## src/rtl/pipe_ctrl_if.sv

```systemverilog
`default_nettype none
// +----------------------------------------------------------------------+
// | pipe_ctrl_if : stall/flush requests and multi-cycle handshake bundle  |
// | rev 1.0                                                               |
// +----------------------------------------------------------------------+
interface pipe_ctrl_if #(
  parameter int CNT_W = 32
);
  logic             stallreq_id_i;
  logic             ex_mc_req_i;
  logic             mc_done_i;
  logic             flush_req_i;
  logic [5:0]       stall_o;
  logic             flush_o;
  logic             mc_start_o;
  logic             mc_abort_o;
  logic             mc_busy_o;
  logic             mc_timeout_o;
  logic [CNT_W-1:0] stall_cnt_o;

  modport slave (
    input  stallreq_id_i, ex_mc_req_i, mc_done_i, flush_req_i,
    output stall_o, flush_o, mc_start_o, mc_abort_o, mc_busy_o,
           mc_timeout_o, stall_cnt_o
  );

  modport master (
    output stallreq_id_i, ex_mc_req_i, mc_done_i, flush_req_i,
    input  stall_o, flush_o, mc_start_o, mc_abort_o, mc_busy_o,
           mc_timeout_o, stall_cnt_o
  );
endinterface
`default_nettype wire

```

## src/rtl/pipe_ctrl.sv

```systemverilog
`default_nettype none
// +----------------------------------------------------------------------+
// | pipe_ctrl : pipeline stall/flush control, multi-cycle unit sequencer  |
// | rev 1.0                                                               |
// +----------------------------------------------------------------------+
module pipe_ctrl #(
  parameter int MC_TIMEOUT = 40,
  parameter int CNT_W      = 32
) (
  input  logic        clk,
  input  logic        rst,
  pipe_ctrl_if.slave  bus
);

  localparam logic [1:0] S_IDLE   = 2'd0;
  localparam logic [1:0] S_MC_RUN = 2'd1;
  localparam logic [1:0] S_FAULT  = 2'd2;
  localparam logic [7:0] MC_LIMIT = 8'(MC_TIMEOUT - 1);

  localparam logic [5:0] STALL_NONE = 6'b000000;
  localparam logic [5:0] STALL_ID   = 6'b000111;
  localparam logic [5:0] STALL_EX   = 6'b001111;
  localparam logic [5:0] STALL_ALL  = 6'b111111;

  logic [1:0]       state_q, state_d;
  logic [7:0]       mc_cnt_q, mc_cnt_d;
  logic             timeout_q, timeout_d;
  logic [CNT_W-1:0] stall_cnt_q, stall_cnt_d;

  logic [5:0]       stall;
  logic             flush;
  logic             mc_start;
  logic             mc_abort;

  always_ff @(posedge clk or negedge rst) begin
    if (!rst) begin
      state_q     <= S_IDLE;
      mc_cnt_q    <= 8'd0;
      timeout_q   <= 1'b0;
      stall_cnt_q <= '0;
    end else begin
      state_q     <= state_d;
      mc_cnt_q    <= mc_cnt_d;
      timeout_q   <= timeout_d;
      stall_cnt_q <= stall_cnt_d;
    end
  end

  always_comb begin
    state_d   = state_q;
    mc_cnt_d  = mc_cnt_q;
    timeout_d = timeout_q;
    case (state_q)
      S_IDLE: begin
        if (!bus.flush_req_i && bus.ex_mc_req_i) begin
          state_d  = S_MC_RUN;
          mc_cnt_d = 8'd0;
        end
      end
      S_MC_RUN: begin
        if (bus.flush_req_i || bus.mc_done_i) begin
          state_d = S_IDLE;
        end else if (mc_cnt_q == MC_LIMIT) begin
          state_d   = S_FAULT;
          timeout_d = 1'b1;
        end else begin
          mc_cnt_d = mc_cnt_q + 8'd1;
        end
      end
      S_FAULT: state_d = S_FAULT;
      default: state_d = S_IDLE;
    endcase
  end

  // Outputs are forced quiet while rst is held so an in-flight request
  // cannot leak a start or stall through the asynchronous reset window.
  always_comb begin
    stall    = STALL_NONE;
    flush    = 1'b0;
    mc_start = 1'b0;
    mc_abort = 1'b0;
    if (rst) begin
      case (state_q)
        S_IDLE: begin
          if (bus.flush_req_i) begin
            flush = 1'b1;
          end else if (bus.ex_mc_req_i) begin
            mc_start = 1'b1;
            stall    = STALL_EX;
          end else if (bus.stallreq_id_i) begin
            stall = STALL_ID;
          end
        end
        S_MC_RUN: begin
          if (bus.flush_req_i) begin
            flush    = 1'b1;
            mc_abort = 1'b1;
          end else if (bus.mc_done_i) begin
            stall = STALL_NONE;
          end else if (mc_cnt_q == MC_LIMIT) begin
            mc_abort = 1'b1;
            stall    = STALL_ALL;
          end else begin
            stall = STALL_EX;
          end
        end
        S_FAULT: stall = STALL_ALL;
        default: stall = STALL_NONE;
      endcase
    end
  end

  always_comb begin
    stall_cnt_d = stall_cnt_q;
    if ((stall != STALL_NONE) && (stall_cnt_q != {CNT_W{1'b1}})) begin
      stall_cnt_d = stall_cnt_q + CNT_W'(1);
    end
  end

  assign bus.stall_o      = stall;
  assign bus.flush_o      = flush;
  assign bus.mc_start_o   = mc_start;
  assign bus.mc_abort_o   = mc_abort;
  assign bus.mc_busy_o    = (state_q == S_MC_RUN);
  assign bus.mc_timeout_o = timeout_q;
  assign bus.stall_cnt_o  = stall_cnt_q;

endmodule
`default_nettype wire
```

## src/flat_wrapper.sv

```systemverilog
// flat-port wrapper written by rule: the top's interface ports become plain ports
module pipe_ctrl_flat 
#(
  parameter int MC_TIMEOUT = 40,
  parameter int CNT_W      = 32
)
  (clk, rst, bus_stallreq_id_i, bus_ex_mc_req_i, bus_mc_done_i, bus_flush_req_i, bus_stall_o, bus_flush_o, bus_mc_start_o, bus_mc_abort_o, bus_mc_busy_o, bus_mc_timeout_o, bus_stall_cnt_o);
  pipe_ctrl_if #(.CNT_W(CNT_W)) bus_i ();
  input  logic clk;
  input  logic rst;
  input wire logic [$bits(bus_i.stallreq_id_i)-1:0] bus_stallreq_id_i;
  input wire logic [$bits(bus_i.ex_mc_req_i)-1:0] bus_ex_mc_req_i;
  input wire logic [$bits(bus_i.mc_done_i)-1:0] bus_mc_done_i;
  input wire logic [$bits(bus_i.flush_req_i)-1:0] bus_flush_req_i;
  output wire logic [$bits(bus_i.stall_o)-1:0] bus_stall_o;
  output wire logic [$bits(bus_i.flush_o)-1:0] bus_flush_o;
  output wire logic [$bits(bus_i.mc_start_o)-1:0] bus_mc_start_o;
  output wire logic [$bits(bus_i.mc_abort_o)-1:0] bus_mc_abort_o;
  output wire logic [$bits(bus_i.mc_busy_o)-1:0] bus_mc_busy_o;
  output wire logic [$bits(bus_i.mc_timeout_o)-1:0] bus_mc_timeout_o;
  output wire logic [$bits(bus_i.stall_cnt_o)-1:0] bus_stall_cnt_o;
  assign bus_i.stallreq_id_i = bus_stallreq_id_i;
  assign bus_i.ex_mc_req_i = bus_ex_mc_req_i;
  assign bus_i.mc_done_i = bus_mc_done_i;
  assign bus_i.flush_req_i = bus_flush_req_i;
  assign bus_stall_o = bus_i.stall_o;
  assign bus_flush_o = bus_i.flush_o;
  assign bus_mc_start_o = bus_i.mc_start_o;
  assign bus_mc_abort_o = bus_i.mc_abort_o;
  assign bus_mc_busy_o = bus_i.mc_busy_o;
  assign bus_mc_timeout_o = bus_i.mc_timeout_o;
  assign bus_stall_cnt_o = bus_i.stall_cnt_o;
  pipe_ctrl #(.MC_TIMEOUT(MC_TIMEOUT), .CNT_W(CNT_W)) u_core (.clk(clk), .rst(rst), .bus(bus_i));
endmodule
```

## config.mk

```make
export PLATFORM = sky130hd
export DESIGN_NAME = pipe_ctrl_flat
export DESIGN_NICKNAME = d
export VERILOG_FILES = /design/src/rtl/pipe_ctrl_if.sv /design/src/rtl/pipe_ctrl.sv /design/src/flat_wrapper.sv
export SDC_FILE = /design/constraint.sdc
export NUM_CORES = 1
export LEC_CHECK = 0
export ABC_AREA = 1
export CORE_MARGIN = 4
export CORE_UTILIZATION = 54
export DETAILED_ROUTE_END_ITERATION = 8
export PLACE_DENSITY = 0.81
export SLEW_MARGIN = 20
export SYNTH_ARGS = -nofsm -noshare
export SYNTH_HDL_FRONTEND = slang
export SYNTH_SLANG_ARGS = --single-unit
```

## constraint.sdc

```tcl
create_clock -name clk -period 2.3 [get_ports clk]
set_input_delay 0.345 -clock clk [delete_from_list [all_inputs] [get_ports clk]]
set_output_delay 0.345 -clock clk [all_outputs]
set_load 0.01 [all_outputs]
```

==> qor.txt <==
Status -> finished clean
Skew final -> 0.01127 ns
Leak -> 1.768 nW
Avg Inst Size Synth -> 6.340 um^2
Least-Margin Pin Slew -> 0.7808 ns
Fin crit share -> 96.35%
Post-synth EDFFs -> 0
Area delta synth->final -> 22.55%
Post-synth cell types -> 27
Setup crit end kind -> output port
Drt pass-1 iters -> 4
Yosys top cell by area -> dfrtp_1
Worst VDD drop -> 0.4562 mV
Core box area -> 0.005270 mm^2
Global-route wire length before repair -> 13920 um
Syn Nets -> 485
Die Wd -> 82.84 um
Final Total Pwr -> 1.774 mW
Yosys warns -> 0
Largest net degree at the start of global routing -> 33
Min-delay worst type -> input pin to async pin
Flop pwr share -> 48.3%
Most frequent cells in the layout -> 231 x nand2_1, 65 x nor2_1, 43 x inv_1, 43 x clkdlybuf4s50_1, 43 x dfrtp_1
Initial antenna violation count -> 0
Final Cell Area -> 0.003706 mm^2
Worst setup path class -> register to output port
Largest fanout on the critical path -> 4
Clk pwr share -> 36.1%
DP HPWL -> 5764 um
Die H -> 82.84 um
Final max-slew violation count -> 0
Number of nets with antenna violations after routing -> 0
Top post-synthesis cells by area -> dfrtp_1 36%, nand2_1 29%, nor2_1 8.2%
Sw Share -> 27.71%
Number of global-route vias before repair -> 3028
Initial Utilization -> 57.38%
Total CTS buffers -> 5
Vias per cell -> 5.101
Synthesized instance count -> 477
Die area -> 0.006862 mm^2
Post-synth top area share -> 35.58%
R2R Path Start -> u_core.bus.stall_cnt_o[0]
Cell Pwr Density -> 478.7 mW/mm^2
WP data required -> 1.96 ns
Wirelength per Cell -> 13.24 um
CTS tree -> done
Synthesized flop and latch total -> 43
Ant. Diodes -> 0
CTS sink cnt -> 43
Port Buffer Count -> 48
WL final -> 7981 um
Fmax -> 451.3 MHz
Vias -> 3076
Most common cell after layout, fill and taps aside -> nand2_1
Post-route DRC -> 0
Number of core rows -> 26
Later-pin clock latency in the skew report -> 0.30 ns
CP startpoint -> u_core.state_q[1]
GRT Resource Usage Total -> 24.14%
GPL Wtd Cong -> 0.8997
Worst relative slew slack -> 47.89%
CTS Buffer Depth -> 2
Setup Viol. Count Final -> 0
CTS Root Cell -> clkbuf_8
Worst endpoint data arrival time -> 1.87 ns
Cell Area, Synth -> 0.003024 mm^2
Io pins -> 49
Cell Int Power -> 1.283 mW
Switch Pwr -> 0.4917 mW
Fraction of layout cells with a size suffix above 1 -> 8.818%
Top FF cell, synth -> dfrtp_1
Clock transition at path regs -> 0.09 ns
GR Overflow Total -> 0
Sequential area share after synthesis -> 35.58%
Critical path startpoint category -> register
Starting DRT DRC Count -> 201
Final hold vios -> 0
Ys async rst share -> 100.0%
Max-cap violations -> 0
Combinational share of power -> 15.6%
CTS H-tree depth -> 2
Fin crit period -> 2.216 ns
DP Area -> 0.003535 mm^2
Layout net count -> 540
critical path: stages, from the launching register on:
cell             delay (ns)
dfrtp_1                0.45
nor2_4                 0.16
nand2_1                0.08
nand2_1                0.08
inv_2                  0.05
a21oi_2                0.18
clkdlybuf4s50_1        0.57
area by class of cell:
class                           count  area (um^2)
Multi-Input combinational cell    380         1707
Clock buffer                        6        82.58
Sequential cell                    43         1076
Tap cell                           70        87.58
Inverter                           45        168.9
Clock inverter                      2        38.79
Fill cell                         486         1564
Timing Repair Buffer               57        545.5
path summary, 6_finish.rpt:
path	end	slack, ns	cells past startpoint
setup / recovery	bus_stall_o[1]	0.08	6
hold / removal	u_core.state_q[1]	0.06	2
setup reg to reg	u_core.bus.stall_cnt_o[28]	0.20	8
hold reg to reg	u_core.bus.mc_timeout_o	0.47	2
max in group asynchronous	u_core.state_q[0]	1.66	2
min in group clk	u_core.bus.mc_timeout_o	0.47	2
flip-flops by register name (all words and copies together) (netlist names):
name / flops
u_core.bus.stall_cnt_o: 32
u_core.state_q: 2
u_core.bus.mc_timeout_o: 1
u_core.mc_cnt_q: 8
routing by layer:
layer | GRT usage, % | wire (um) | share of wire, % | vias to the layer above
li1 | - | - | - | 1549
met5 | 0 | 0 | 0 | -
met1 | 30.49 | 3612 | 45 | 1414
met3 | 4.752 | 326 | 4.1 | 18
met2 | 40.31 | 3858 | 48 | 95
met4 | 9.955 | 184 | 2.3 | 0
kinds of logic after synthesis:
logic type | synth area share, %
compound gates | 1.407
xor+xnor | 5.213
fa+ha+maj | 0.8273
buf+inv | 8.812
flops | 35.58
simple gates | 48.16
per-stage QoR:
step	instances	setup slack [ns]	hold slack [ns]	util (%)	setup TNS, ns
CTS	601	0.03423	0.05643	69.63	0
finish	603	0.08394	0.06229	70.32	0
global route	603	-0.005161	0.07152	70.32	-0.005161
global placement	591	0.1034	0.1765	67.07	0
detailed placement	591	0.03173	0.1782	67.07	0
floorplan	477	0.3862	0.04941	-	0
Yosys cell counts, types with 2 or more instances:
| library cell | number |
|---|---|
| nor2_2 | 3 |
| buf_4 | 3 |
| dfrtp_1 | 43 |
| nor2_1 | 66 |
| nand3_1 | 29 |
| buf_6 | 5 |
| nor3_1 | 3 |
| inv_2 | 2 |
| a21oi_1 | 2 |
| nor2_4 | 3 |
| nand2_1 | 231 |
| nand2_2 | 12 |
| xnor2_1 | 7 |
| nand4_1 | 2 |
| ha_1 | 2 |
| xor2_1 | 11 |
| inv_1 | 43 |
power groups by stage:
stage / Combinational [mW] / Clock [mW] / Sequential [mW]
6_report: 0.277 / 0.640 / 0.857
5_1_grt: 0.305 / 0.691 / 0.866
4_1_cts: 0.277 / 0.650 / 0.855
3_5_place_dp: 0.277 / 0 / 0.869
3_3_place_gp: 0.270 / 0 / 0.868
2_1_floorplan: 0.135 / 0 / 0.876
what timing repair did:
item | CTS | global route
cloned | 0 | 1
gates resized for setup | 3 | 8
pin swaps | 0 | 1
setup endpoints to repair | 3 | 11
hold endpoints to repair | 2 | 0
setup buffers | 1 | 1
hold buffers | 1 | 0
(Power assumes the default switching activity.)
